$ cat src/rtl/mod_pow_pkg.sv
// Shared types and helpers for the mod_pow modular exponentiator.
package mod_pow_pkg;

  typedef enum logic [1:0] {
    IDLE = 2'd0,
    RED  = 2'd1,
    MUL  = 2'd2,
    SQR  = 2'd3
  } state_t;

  localparam int CYCLES_W = 32;

  // Multiplicative identity modulo m: 1, except 0 when everything collapses (m==1).
  function automatic logic [63:0] one_mod(input logic [63:0] m, input int x);
    if (x < 1 || m == 64'd1) return 64'd0;
    return 64'd1;
  endfunction

endpackage

$ cat src/rtl/mod_pow_if.sv
// Request/result bundle between the datapath controller (master) and mod_pow (slave).
interface mod_pow_if #(
  parameter int X = 16,
  parameter int N = 8
);
  // Handshake: a request is accepted on the rising edge where start=1 and ready=1;
  // operands are latched on that edge, and out/err are valid whenever ready=1.
  logic         start;
  logic [X-1:0] inx;
  logic [N-1:0] inn;
  logic [X-1:0] inm;
  logic         ready;
  logic [X-1:0] out;
  logic         err;
  logic [1:0]   state;

  modport slave  (input start, inx, inn, inm, output ready, out, err, state);
  modport master (output start, inx, inn, inm, input ready, out, err, state);
endinterface

$ cat src/rtl/mod_pow_mul.sv
// Bit-serial interleaved modular multiplier: r = A*B mod M in 1 launch + X iteration cycles.
module mod_mul #(
  parameter int X = 16
) (
  input  logic         clk,
  input  logic         rst,
  input  logic         go,
  input  logic [X-1:0] A,
  input  logic [X-1:0] B,
  input  logic [X-1:0] M,
  output logic         busy,
  output logic         done,
  output logic [X-1:0] r
);
  localparam int W  = X + 2;
  localparam int CW = (X > 1) ? $clog2(X) : 1;

  logic [X-1:0]  a_sh, b_q, m_q, r_q, r_nxt;
  logic [CW-1:0] cnt;
  logic          busy_q;
  logic [W-1:0]  m_ext, t0, t1;

  // r < m keeps 2r + B below 3m, so two conditional subtractions suffice.
  always_comb begin
    m_ext = {2'b00, m_q};
    t0    = {1'b0, r_q, 1'b0} + (a_sh[X-1] ? {2'b00, b_q} : '0);
    t1    = (t0 >= m_ext) ? t0 - m_ext : t0;
    r_nxt = (t1 >= m_ext) ? X'(t1 - m_ext) : X'(t1);
  end

  assign busy = busy_q;
  assign done = busy_q && (cnt == CW'(X - 1));
  assign r    = done ? r_nxt : r_q;

  always_ff @(posedge clk) begin
    if (rst) begin
      busy_q <= 1'b0;
      cnt    <= '0;
      a_sh   <= '0;
      b_q    <= '0;
      m_q    <= '0;
      r_q    <= '0;
    end else if (go) begin
      busy_q <= 1'b1;
      cnt    <= '0;
      a_sh   <= A;
      b_q    <= B;
      m_q    <= M;
      r_q    <= '0;
    end else if (busy_q) begin
      r_q  <= r_nxt;
      a_sh <= a_sh << 1;
      cnt  <= cnt + CW'(1);
      if (done) busy_q <= 1'b0;
    end
  end
endmodule

$ cat src/rtl/mod_pow.sv
// Right-to-left square-and-multiply modular exponentiator: out = inx^inn mod inm.
// Optional busy-cycle counter port enabled by MOD_POW_CYCLES_EN.
module mod_pow
  import mod_pow_pkg::*;
#(
  parameter int X = 16,
  parameter int N = 8
) (
  input  logic                clk,
  input  logic                rst,
  mod_pow_if.slave            bus
`ifdef MOD_POW_CYCLES_EN
  ,
  output logic [CYCLES_W-1:0] cycles
`endif
);
  state_t       state_q, state_d;
  logic [X-1:0] x_q, a_q, b_q, m_q, out_q, a_fin;
  logic [N-1:0] n_q;
  logic         err_q;
  logic         accept, phase_end, shift_n, finish;
  logic         mm_go, mm_busy, mm_done;
  logic [X-1:0] mm_a, mm_b, mm_r;

  assign accept    = bus.start && (state_q == IDLE);
  assign phase_end = (state_q != IDLE) && mm_done;
  assign mm_go     = (state_q != IDLE) && !mm_busy;
  assign a_fin     = (state_q == MUL) ? mm_r : a_q;

  assign bus.ready = (state_q == IDLE);
  assign bus.out   = out_q;
  assign bus.err   = err_q;
  assign bus.state = state_q;

  mod_mul #(.X(X)) u_mul (
    .clk  (clk),
    .rst  (rst),
    .go   (mm_go),
    .A    (mm_a),
    .B    (mm_b),
    .M    (m_q),
    .busy (mm_busy),
    .done (mm_done),
    .r    (mm_r)
  );

  always_ff @(posedge clk) begin
    if (rst) state_q <= IDLE;
    else     state_q <= state_d;
  end

  // A squaring not preceded by MUL consumes a zero exponent bit, so it shifts n too.
  always_comb begin
    state_d = state_q;
    shift_n = 1'b0;
    finish  = 1'b0;
    mm_a    = x_q;
    mm_b    = a_q;
    case (state_q)
      IDLE: if (accept && bus.inm != '0) state_d = RED;
      RED:  begin mm_a = x_q; mm_b = a_q; end
      MUL:  begin mm_a = a_q; mm_b = b_q; end
      SQR:  begin mm_a = b_q; mm_b = b_q; end
      default: ;
    endcase
    if (phase_end) begin
      if (n_q == '0) begin
        state_d = IDLE;
        finish  = 1'b1;
      end else if (n_q[0] && state_q != MUL) begin
        state_d = MUL;
        shift_n = 1'b1;
      end else begin
        state_d = SQR;
        shift_n = (state_q != MUL);
      end
    end
  end

  always_ff @(posedge clk) begin
    if (rst) begin
      x_q   <= '0;
      a_q   <= '0;
      b_q   <= '0;
      m_q   <= '0;
      n_q   <= '0;
      out_q <= '0;
      err_q <= 1'b0;
    end else if (accept) begin
      x_q   <= bus.inx;
      n_q   <= bus.inn;
      m_q   <= bus.inm;
      err_q <= (bus.inm == '0);
      a_q   <= X'(one_mod(64'(bus.inm), X));
      b_q   <= '0;
      if (bus.inm == '0) out_q <= '0;
    end else if (phase_end) begin
      case (state_q)
        RED:     b_q <= mm_r;
        MUL:     a_q <= mm_r;
        SQR:     b_q <= mm_r;
        default: ;
      endcase
      if (shift_n) n_q <= n_q >> 1;
      if (finish) out_q <= a_fin;
    end
  end

`ifdef MOD_POW_CYCLES_EN
  logic [CYCLES_W-1:0] cyc_q;
  always_ff @(posedge clk) begin
    if (rst)                   cyc_q <= '0;
    else if (accept)           cyc_q <= '0;
    else if (state_q != IDLE)  cyc_q <= cyc_q + CYCLES_W'(1);
  end
  assign cycles = cyc_q;
`endif
endmodule

$ cat src/flat_wrapper.sv
// flat-port wrapper written by rule: the top's interface ports become plain ports
module mod_pow_flat import mod_pow_pkg::*;
#(
  parameter int X = 16,
  parameter int N = 8
)
  (clk, rst, bus_start, bus_inx, bus_inn, bus_inm, bus_ready, bus_out, bus_err, bus_state);
  mod_pow_if #(.X(X), .N(N)) bus_i ();
  input  logic clk;
  input  logic rst;
  input wire logic [$bits(bus_i.start)-1:0] bus_start;
  input wire logic [$bits(bus_i.inx)-1:0] bus_inx;
  input wire logic [$bits(bus_i.inn)-1:0] bus_inn;
  input wire logic [$bits(bus_i.inm)-1:0] bus_inm;
  output wire logic [$bits(bus_i.ready)-1:0] bus_ready;
  output wire logic [$bits(bus_i.out)-1:0] bus_out;
  output wire logic [$bits(bus_i.err)-1:0] bus_err;
  output wire logic [$bits(bus_i.state)-1:0] bus_state;
  assign bus_i.start = bus_start;
  assign bus_i.inx = bus_inx;
  assign bus_i.inn = bus_inn;
  assign bus_i.inm = bus_inm;
  assign bus_ready = bus_i.ready;
  assign bus_out = bus_i.out;
  assign bus_err = bus_i.err;
  assign bus_state = bus_i.state;
  mod_pow #(.X(X), .N(N)) u_core (.clk(clk), .rst(rst), .bus(bus_i));
endmodule
$ cat config.mk
export PLATFORM = sky130hd
export DESIGN_NAME = mod_pow_flat
export DESIGN_NICKNAME = d
export VERILOG_FILES = /design/src/rtl/mod_pow_pkg.sv /design/src/rtl/mod_pow_if.sv /design/src/rtl/mod_pow_mul.sv /design/src/rtl/mod_pow.sv /design/src/flat_wrapper.sv
export SDC_FILE = /design/constraint.sdc
export NUM_CORES = 1
export LEC_CHECK = 0
export ABC_AREA = 0
export BUFFER_PORTS_ARGS = -buffer_cell sky130_fd_sc_hd__buf_2
export CORE_MARGIN = 3
export CORE_UTILIZATION = 55
export CTS_CLUSTER_SIZE = 25
export DETAILED_ROUTE_END_ITERATION = 6
export GPL_TIMING_DRIVEN = 0
export PLACE_DENSITY = 0.78
export SLEW_MARGIN = 20
export SYNTH_ARGS = -nofsm -noshare
export SYNTH_HDL_FRONTEND = slang
export SYNTH_SLANG_ARGS = --single-unit
$ cat constraint.sdc
create_clock -name clk -period 6.7 [get_ports clk]
set_clock_uncertainty 0.1 [all_clocks]
set_input_delay 0.335 -clock clk [delete_from_list [all_inputs] [get_ports clk]]
set_output_delay 0.335 -clock clk [all_outputs]
set_load 0.1 [all_outputs]
* Word-level counts from Yosys, hierarchy flattened
Index checks and enable logic that the tools add are counted.
** Cells by class
- Reduce and logical (&&, ||, !) cells :: 26
- Multiplexer cells :: 36
- Order comparisons :: 2
- Equality and inequality tests :: 7
- Add/subtract/negate cells :: 4
** Operators with widths (count)
- two-way mux 16 bit :: 15
- greater-or-equal comparator 18 x 16 -> 1 bit :: 2
- one-hot mux 16 bit (2 select lines) :: 1
- two-way mux 8 bit :: 3
- adder 17 x 18 -> 18 bit :: 1
- two-way mux 18 bit :: 1
- subtractor 18 x 16 -> 18 bit :: 1
- == test 16 x 1 -> 1 bit (second input constant) :: 1
- logical NOT 16 bit :: 1
- nonzero test 16 bit :: 1
- subtractor 16 bit :: 1
- nonzero test 2 bit :: 7
- two-way mux 1 bit :: 12
- logical NOT 8 bit :: 1
- two-way mux 2 bit :: 4
- OR reduction 2 bit :: 4
- logical AND 1 bit :: 6
- AND reduction 2 bit :: 3
- adder 4 x 1 -> 4 bit (second input constant) :: 1
- == test 2 bit (second input constant) :: 2
- == test 4 bit (second input constant) :: 1
- != test 2 bit (second input constant) :: 2
- AND reduction 3 bit :: 1
- == test 2 x 1 -> 1 bit (second input constant) :: 1
- 2 further kinds :: 2
** Storage, ports and cells
- Flip-flop bits (word level) :: 160
- Word-level logic and storage cells :: 89

* Logic depth before layout (Yosys ltp)
Gate-level depths: netlist of the first run.
- Word-level depth :: 11
- Gate-level depth with buffers :: 34
- Gate-level depth less buffers :: 29

* Cells and area by module
A second synthesis of the first run with hierarchy kept.
** Unflattened totals
- Cells, all modules :: 1279
- Area total of the unflattened synthesis :: 10268.6 µm²
** By module, submodules not included
- mod_mul :: seq. area each 1381.3 µm², area each 6313.6 µm², times used 1, cells each 800
- mod_pow :: seq. area each 1821.7 µm², area each 3955.0 µm², times used 1, cells each 479

* Least setup slack after synthesis of the first run
Ideal clock, no wire load.
- Path kind :: flip-flop to flip-flop
- Start point :: register u_core.u_mul.a_sh[15]
- End point :: register u_core.b_q[0]
- Arrival time :: 6.293 ns
- Setup time :: 0.074 ns
- Buffers on the path :: 4
- Slack :: 0.233 ns
- Stages on the path, launching flop included :: 33
- Cell sequence :: dfxtp_1 -> clkbuf_1 -> and2_1 -> ha_1 -> inv_1 -> fa_1 -> nor2b_1 -> o31a_2 -> o22ai_2 -> o21bai_1 -> a21o_1 -> a21oi_1 -> xnor2_1 -> ha_1 -> and3_1 -> a21oi_1 -> nor2b_1 -> nand4_1 -> buf_4 -> buf_6 -> o21ai_0 -> ha_1 -> nor2b_1 -> o21ai_0 -> a21oi_1 -> nor2_1 -> o21a_1 -> o21ai_0 -> a211oi_4 -> and2_0 -> buf_4 -> mux2_2 -> o21ai_0
** Between the ends
- Cells in the longest elaborated chain, start to end :: 7
- Elaborated cells between the ends (all ways) :: 9
- Those cells by class :: add/sub (3); order compare (2); mux (4)
** RTL lines
- from (decl) :: RTL line mod_pow_mul.sv:18 : logic [X-1:0] a_sh, b_q, m_q, r_q, r_nxt;
- from (signal assigned) :: RTL line mod_pow_mul.sv:52 : a_sh <= a_sh << 1;
- two-way mux 16 bit (*) :: RTL line mod_pow_mul.sv:26 : t0 = {1'b0, r_q, 1'b0} + (a_sh[X-1] ? {2'b00, b_q} : '0);
- adder 17 x 18 -> 18 bit (*) :: RTL line mod_pow_mul.sv:26
- subtractor 18 x 16 -> 18 bit / greater-or-equal comparator 18 x 16 -> 1 bit (equally long branches) :: RTL line mod_pow_mul.sv:27 : t1 = (t0 >= m_ext) ? t0 - m_ext : t0;
- two-way mux 18 bit (*) :: RTL line mod_pow_mul.sv:27
- subtractor 16 bit / greater-or-equal comparator 18 x 16 -> 1 bit (equally long branches) :: RTL line mod_pow_mul.sv:28 : r_nxt = (t1 >= m_ext) ? X'(t1 - m_ext) : X'(t1);
- two-way mux 16 bit (*) :: RTL line mod_pow_mul.sv:28
- two-way mux 16 bit (*) :: RTL line mod_pow_mul.sv:33 : assign r = done ? r_nxt : r_q;
- to (signal assigned) :: RTL line mod_pow.sv:99 : RED: b_q <= mm_r;
- to (signal assigned) :: RTL line mod_pow.sv:101 : SQR: b_q <= mm_r;
- to (decl) :: RTL line mod_pow.sv:18 : logic [X-1:0] x_q, a_q, b_q, m_q, out_q, a_fin;
Mark *: on every way between the ends. The rest lies on a longest branch, timed or not.
A chain may end at the register's enable or synchronous reset.

* Final worst setup path of the first run
- Start point :: register u_core.u_mul.a_sh[15]
- End point :: register u_core.out_q[15], in the netlist u_core.bus.out[15]
** Between the ends
- Cells in the longest elaborated chain, start to end :: 11
- Elaborated cells between the ends (all ways) :: 13
- Those cells by class :: add/sub (3); order compare (2); mux (8)
** RTL lines
- two-way mux 16 bit (*) :: RTL line mod_pow_mul.sv:26
- adder 17 x 18 -> 18 bit (*) :: RTL line mod_pow_mul.sv:26
- subtractor 18 x 16 -> 18 bit / greater-or-equal comparator 18 x 16 -> 1 bit (equally long branches) :: RTL line mod_pow_mul.sv:27
- two-way mux 18 bit (*) :: RTL line mod_pow_mul.sv:27
- subtractor 16 bit / greater-or-equal comparator 18 x 16 -> 1 bit (equally long branches) :: RTL line mod_pow_mul.sv:28
- two-way mux 16 bit (*) :: RTL line mod_pow_mul.sv:28
- two-way mux 16 bit (*) :: RTL line mod_pow_mul.sv:33
- two-way mux 16 bit (*)
- two-way mux 16 bit (*) :: RTL line mod_pow.sv:105 : if (finish) out_q <= a_fin;
- two-way mux 16 bit (*) :: RTL line mod_pow.sv:97 : end else if (phase_end) begin
- two-way mux 16 bit (*) :: RTL line mod_pow.sv:89 : end else if (accept) begin
- to (signal assigned) :: RTL line mod_pow.sv:105
- to (decl) :: RTL line mod_pow.sv:18
Mark *: on every way between the ends. The rest lies on a longest branch, timed or not. The select of a mux whose other input is x is not followed.

==> results of run 1 <==
[worst paths after layout]
path	start	to	slack, ns	cells after the start
hold reg to reg	u_core.m_q[14]$_SDFFE_PP0P_	u_core.u_mul.m_q[14]$_SDFFE_PP0P_	0.35	2
setup / recovery	u_core.u_mul.a_sh[15]$_SDFFE_PP0P_	u_core.bus.out[15]$_SDFFE_PP0P_	0.12	32
hold / removal	bus_inx[5]	u_core.x_q[5]$_SDFFE_PP0P_	0.03	3
setup reg to reg	u_core.u_mul.a_sh[15]$_SDFFE_PP0P_	u_core.bus.out[15]$_SDFFE_PP0P_	0.12	32
[cells in the mapped netlist (19+ instances only)]
library cell  count  area [um2]
dfxtp_1         160        3200
ha_1             48         601
nand3_1          27         135
nand2_1         159         597
a21oi_1         134         671
a211oi_1         19         143
o21ai_0          60         300
a31oi_1          20         125
mux2i_1          47         470
xnor2_1          25         219
clkbuf_1         53         199
inv_1            30         113
nor2_1           87         327
[state kept, by name (all words and copies together), names as in the netlist]
register and flops:
u_core.u_mul.cnt 4, u_core.u_mul.b_q 16, u_core.bus.out 16, u_core.m_q 16
u_core.n_q 8, u_core.a_q 16, u_core.b_q 16, u_core.bus.state 2
u_core.u_mul.r_q 16, u_core.x_q 16, u_core.u_mul.m_q 16, u_core.u_mul.a_sh 16
u_core.u_mul.busy 1, u_core.bus.err 1
[logic make-up after synthesis]
| family | Yosys count | share of synthesized area (%) |
|---|---|---|
| AND/OR/NAND/NOR | 356 | 17.2 |
| AO/OA/AOI/OAI | 333 | 22.8 |
| flip-flops | 160 | 34.6 |
| buffers and inverters | 96 | 4.16 |
| multiplexers | 74 | 10.3 |
| adder cells (fa/ha/maj) | 51 | 7.13 |
| XOR/XNOR | 40 | 3.86 |
[power breakdown]
part / internal [W] / switching (W)
sequential: 0.00100 / 0.0000390
clock: 0.000491 / 0.000432
combinational: 0.00207 / 0.00265
total: 0.00356 / 0.00312
[worst max-delay path, delay by kind of cell (launching register included)]
kind | cells | cell delay, ns
and+or+nand+nor | 7 | 1.39
adders and majority gates | 4 | 1.08
xor gates and xnor gates | 2 | 0.41
DFF | 1 | 0.37
muxes | 1 | 0.31
buffers and inverters | 6 | 0.77
AOI/OAI and AO/OA | 12 | 2.04
[metal layers]
metal / part of all wire (%) / global-route usage [%] / wire, um
met4: 3.6 / 11.5 / 1070
met5: 0 / 0 / 0
met2: 47 / 50.0 / 13900
met1: 41 / 41.8 / 12000
met3: 8.9 / 6.54 / 2640
[per-stage QoR]
step	area, um2	util (%)
floorplan	9270	-
global placement	9840	60.9
detailed placement	9840	60.9
CTS	10800	66.7
global route	11300	69.7
finish	11300	69.7
[cell type report]
cell class,count,area share (%)
plain buffers,65,2.67
clock buffers,19,3.93
clock inverters,13,0.921
inverters,30,1.02
multi-input cells,854,55.6
flip-flops and latches,160,28.4
well taps,216,2.40
repair buffers,94,5.05
[repair_timing]
action,4_1_cts,5_1_grt
cloned,0,0
resized for setup,56,76
pin swaps,22,33
setup buffers,18,15
endpoints found under the setup margin,64,64
==> flow_summary.json, run 1 <==
{
  "cts.sinks": 160,
  "synth_nets": 1204,
  "fin_cells": 1451,
  "fin_hold_ws_ns": 0.0278,
  "slew_headroom_pct": 37.0,
  "die_w_um": 136,
  "postSynth.asyncResetShare_pct": 0,
  "antenna_cells": 0,
  "ctsHoldBuffers": 0,
  "vdd_drop_max_mv": 0.469,
  "root_buffer": "clkbuf_16",
  "synth-seq-cells": 160,
  "outcome": "finished with violations",
  "grt_max_degree": 17,
  "firstDrtPassIters": 7,
  "rows": 46,
  "syn_area_per_cell_um2": 8.35,
  "cp_slowest_stage_delay_ns": 0.43,
  "ant_nets": 0,
  "cts_buffer_depth": 2,
  "fin_crit_sh_pct": 98.2,
  "finalMaxSlewViolations": 0,
  "setup_slack_ns": 0.121,
  "maxCapViolCount": 0,
  "seq_area_frac_synth_pct": 34.6,
  "synth_flop_cell": "dfxtp_1",
  "grt-ovfl-total": 0,
  "multi_input_area_um2": 6270,
  "nets": 1316,
  "finalSetupViolCount": 0,
  "nFillCells": 1242,
  "grt_pass1_vias": 8667,
  "place_inst": 1387,
  "finalHoldViolations": 0,
  "synth-edff-count": 0,
  "cpMaxStageDelayCell": "or3_4",
  "track_usage_pct": 31.2,
  "clkTransAtPathRegs_ns": 0.07,
  "portBuffers": 61,
  "vias_per_cell": 6.40,
  "hpwl_um": 21100,
  "fp.dieH_um": 136,
  "crit_path_frequent_cell": "ha_4",
  "synth_cells": 1110,
  "drt_iter0_drc": 1246,
  "vias": 9291,
  "dp_slack_ns": -1.47,
  "total_power_w": 0.00668,
  "wirelength_um": 29600,
  "clock_latency_ns": 0.44,
  "cts_buffers": 17,
  "final_common_cell": "dfxtp_1",
  "gp_congestion": 0.947,
  "synth-warning-count": 0,
  "core_area_um2": 16200,
  "yosysUniqueCellTypes": 68,
  "regArea_um2": 3210,
  "timing.critical_path.arrival_ns": 6.83,
  "p_leak_nw": 4.28,
  "syn_area_um2": 9270,
  "drc": 2,
  "grt_pass1_wl_um": 45100,
  "cp.required_ns": 6.95,
  "critPathLaunchType": "register",
  "end_kind": "register",
  "initial_core_util_pct": 57.3,
  "drive_gt1_share_pct": 21.1,
  "antenna_found_initial": 0,
  "finalCriticalPeriod_ns": 6.58,
  "tritoncts": "built",
  "power_density_nw_per_um2": 592,
  "worst_pin_slew_ns": 0.941,
  "final_cell_mix": "dfxtp_1 (159), nand2_1 (158), a21oi_1 (125), nor2_1 (84), buf_2 (61)",
  "worstPathMaxFanout": 5,
  "critPathKind": "reg -> reg",
  "wl_per_cell_um": 20.4,
  "max_freq_ghz": 0.152,
  "die_area_um2": 18400,
  "htreeDepth": 4,
  "violations": "DRC",
  "hold_class": "in -> reg",
  "syn_to_final_growth_pct": 21.7,
  "ios": 63,
  "tns_ns": 0
}
Power figures use the tool's default switching activity.
==> run 2, diff against run 1 <==
PLACE_DENSITY = 0.76   (was 0.78)
==> run 2 against run 1 <==
Against the previous run:
- the flow finishes with violations (setup timing)
- critical path depth decreased by 2
- total power about the same
- final area increased by 0.51%
- sequential cell count unchanged
- clock power increased by 6.7%
- die area unchanged
- hold slack improved by 0.0056 ns
- sequential share of layout area decreased by 0.14 points
- global-route usage decreased by 0.51 points
- cell count increased by 0.76%
- sequential power about the same
==> flow_summary.json, run 2 (synthesis results as in run 1) <==
{
  "outcome": "finished with violations",
  "violations": "setup timing",
  "nFillCells": 1265,
  "max_freq_ghz": 0.148,
  "nets": 1327,
  "finalHoldViolations": 0,
  "worstHoldStart": "bus_inx[1]",
  "dp_slack_ns": -1.43,
  "ios": 63,
  "route.met3.wl_um": 2790,
  "startpoint": "u_core.u_mul.a_sh[15]$_SDFFE_PP0P_",
  "ant_nets": 0,
  "cp_slowest_stage_delay_ns": 0.41,
  "tritoncts": "built",
  "grt_setup_unrepaired": "true",
  "grt-ovfl-total": 0,
  "reg2reg_from": "u_core.u_mul.a_sh[15]$_SDFFE_PP0P_",
  "fin_crit_sh_pct": 101,
  "syn_to_final_growth_pct": 22.3,
  "wl_met2_um": 13400,
  "worstPathMaxFanout": 6,
  "vias_per_cell": 6.28,
  "vdd_drop_max_mv": 0.490,
  "finalCriticalPeriod_ns": 6.74,
  "grt_pass1_wl_um": 44100,
  "fp.dieH_um": 136,
  "hold_class": "in -> reg",
  "critPathLaunchType": "register",
  "firstDrtPassIters": 7,
  "cts_buffers": 17,
  "cts.sinks": 160,
  "worst_pin_slew_ns": 1.00,
  "gp_congestion": 0.936,
  "power_density_nw_per_um2": 589,
  "core_area_um2": 16200,
  "track_usage_pct": 30.7,
  "hpwl_um": 21200,
  "clock_latency_ns": 0.44,
  "p_leak_nw": 4.36,
  "cts_buffer_depth": 2,
  "setup_slack_ns": -0.0421,
  "tns_ns": -0.0421,
  "portBuffers": 61,
  "m1WireLength_um": 12000,
  "total_power_w": 0.00668,
  "vias": 9175,
  "cp.required_ns": 6.94,
  "clkTransAtPathRegs_ns": 0.07,
  "maxCapViolCount": 0,
  "finalMaxSlewViolations": 0,
  "rows": 46,
  "highest_layer": "met4",
  "timing.critical_path.arrival_ns": 6.98,
  "fin_cells": 1462,
  "crit_path_frequent_cell": "ha_4",
  "root_buffer": "clkbuf_16",
  "antenna_cells": 0,
  "ctsHoldBuffers": 0,
  "finalSetupViolCount": 1,
  "drc": 0,
  "grt_pass1_vias": 8321,
  "drive_gt1_share_pct": 20.9,
  "initial_core_util_pct": 57.3,
  "die_area_um2": 18400,
  "slew_headroom_pct": 33.1,
  "die_w_um": 136,
  "end_kind": "register",
  "final_cell_mix": "nand2_1 (159), dfxtp_1 (159), a21oi_1 (125), nor2_1 (84), buf_2 (62)",
  "grt_max_degree": 17,
  "wl_per_cell_um": 20.1,
  "drt_iter0_drc": 1019,
  "wirelength_um": 29400,
  "critPathKind": "reg -> reg",
  "cpMaxStageDelayCell": "o41ai_4",
  "place_inst": 1387,
  "regToRegSetupSlack_ns": -0.04,
  "htreeDepth": 4,
  "antenna_found_initial": 0
}
## run 2: cell types whose count changed in the layout (fill, tap and decap cells not counted), sizes merged
cell and change:
buf +11, bufinv +2, clkinvlp +1, inv -1
clkinv -2
## run 2: path summary, 6_finish.rpt
kind                            depth (start not counted)                           endpoint
worst min-delay path                                    3         u_core.x_q[1]$_SDFFE_PP0P_
worst max-delay path                                   30    u_core.bus.out[15]$_SDFFE_PP0P_
worst min register to register                          2  u_core.u_mul.m_q[14]$_SDFFE_PP0P_
worst max register to register                         30    u_core.bus.out[15]$_SDFFE_PP0P_
## run 2: final cells by class
class	count	area, um2	share of cell area [%]
multi-input combinational	854	6220	54.9
clock inverter	13	153	1.35
timing repair buffer	105	643	5.67
tap	216	270	2.38
clock buffer	19	433	3.82
buffer	65	294	2.59
inverter	30	115	1.02
sequential	160	3210	28.3
## run 2: timing repair
action | in CTS | in global routing
resized for setup | 45 | 76
endpoints found under the setup margin | 64 | 64
pin swaps | 15 | 41
cloned | 0 | 1
buffers inserted | 14 | 31
## run 2: metrics by stage
| step | hold WS [ns] | util (%) | area, um2 |
|---|---|---|---|
| finish | 0.0334 | 70.1 | 11300 |
| global route | 0.0395 | 70.1 | 11300 |
| CTS | 0.0325 | 66.3 | 10700 |
| detailed placement | 0.347 | 60.9 | 9840 |
| global placement | 0.342 | 60.9 | 9840 |
| floorplan | 0.332 | - | 9270 |
## run 2: critical path: cells and delay by family (launching register included)
kind / cells / cell delay, ns
AO/OA/AOI/OAI: 11 / 2.56
AND/OR/NAND/NOR: 8 / 1.41
multiplexers: 1 / 0.33
flip-flops: 1 / 0.39
buffers and inverters: 4 / 0.46
adder cells (fa/ha/maj): 4 / 0.98
XOR/XNOR: 2 / 0.39
## run 2: where the power goes
part	total [W]	switching, W	internal [W]
clock network	0.000985	0.000428	0.000557
registers	0.00104	0.0000384	0.00100
logic	0.00466	0.00263	0.00203
## run 2: routing by layer
layer	global-route usage [%]	up-vias
met4	11.4	0
met3	7.13	99
met1	41.3	4337
met2	48.5	482
met5	0	-
li1	-	4257
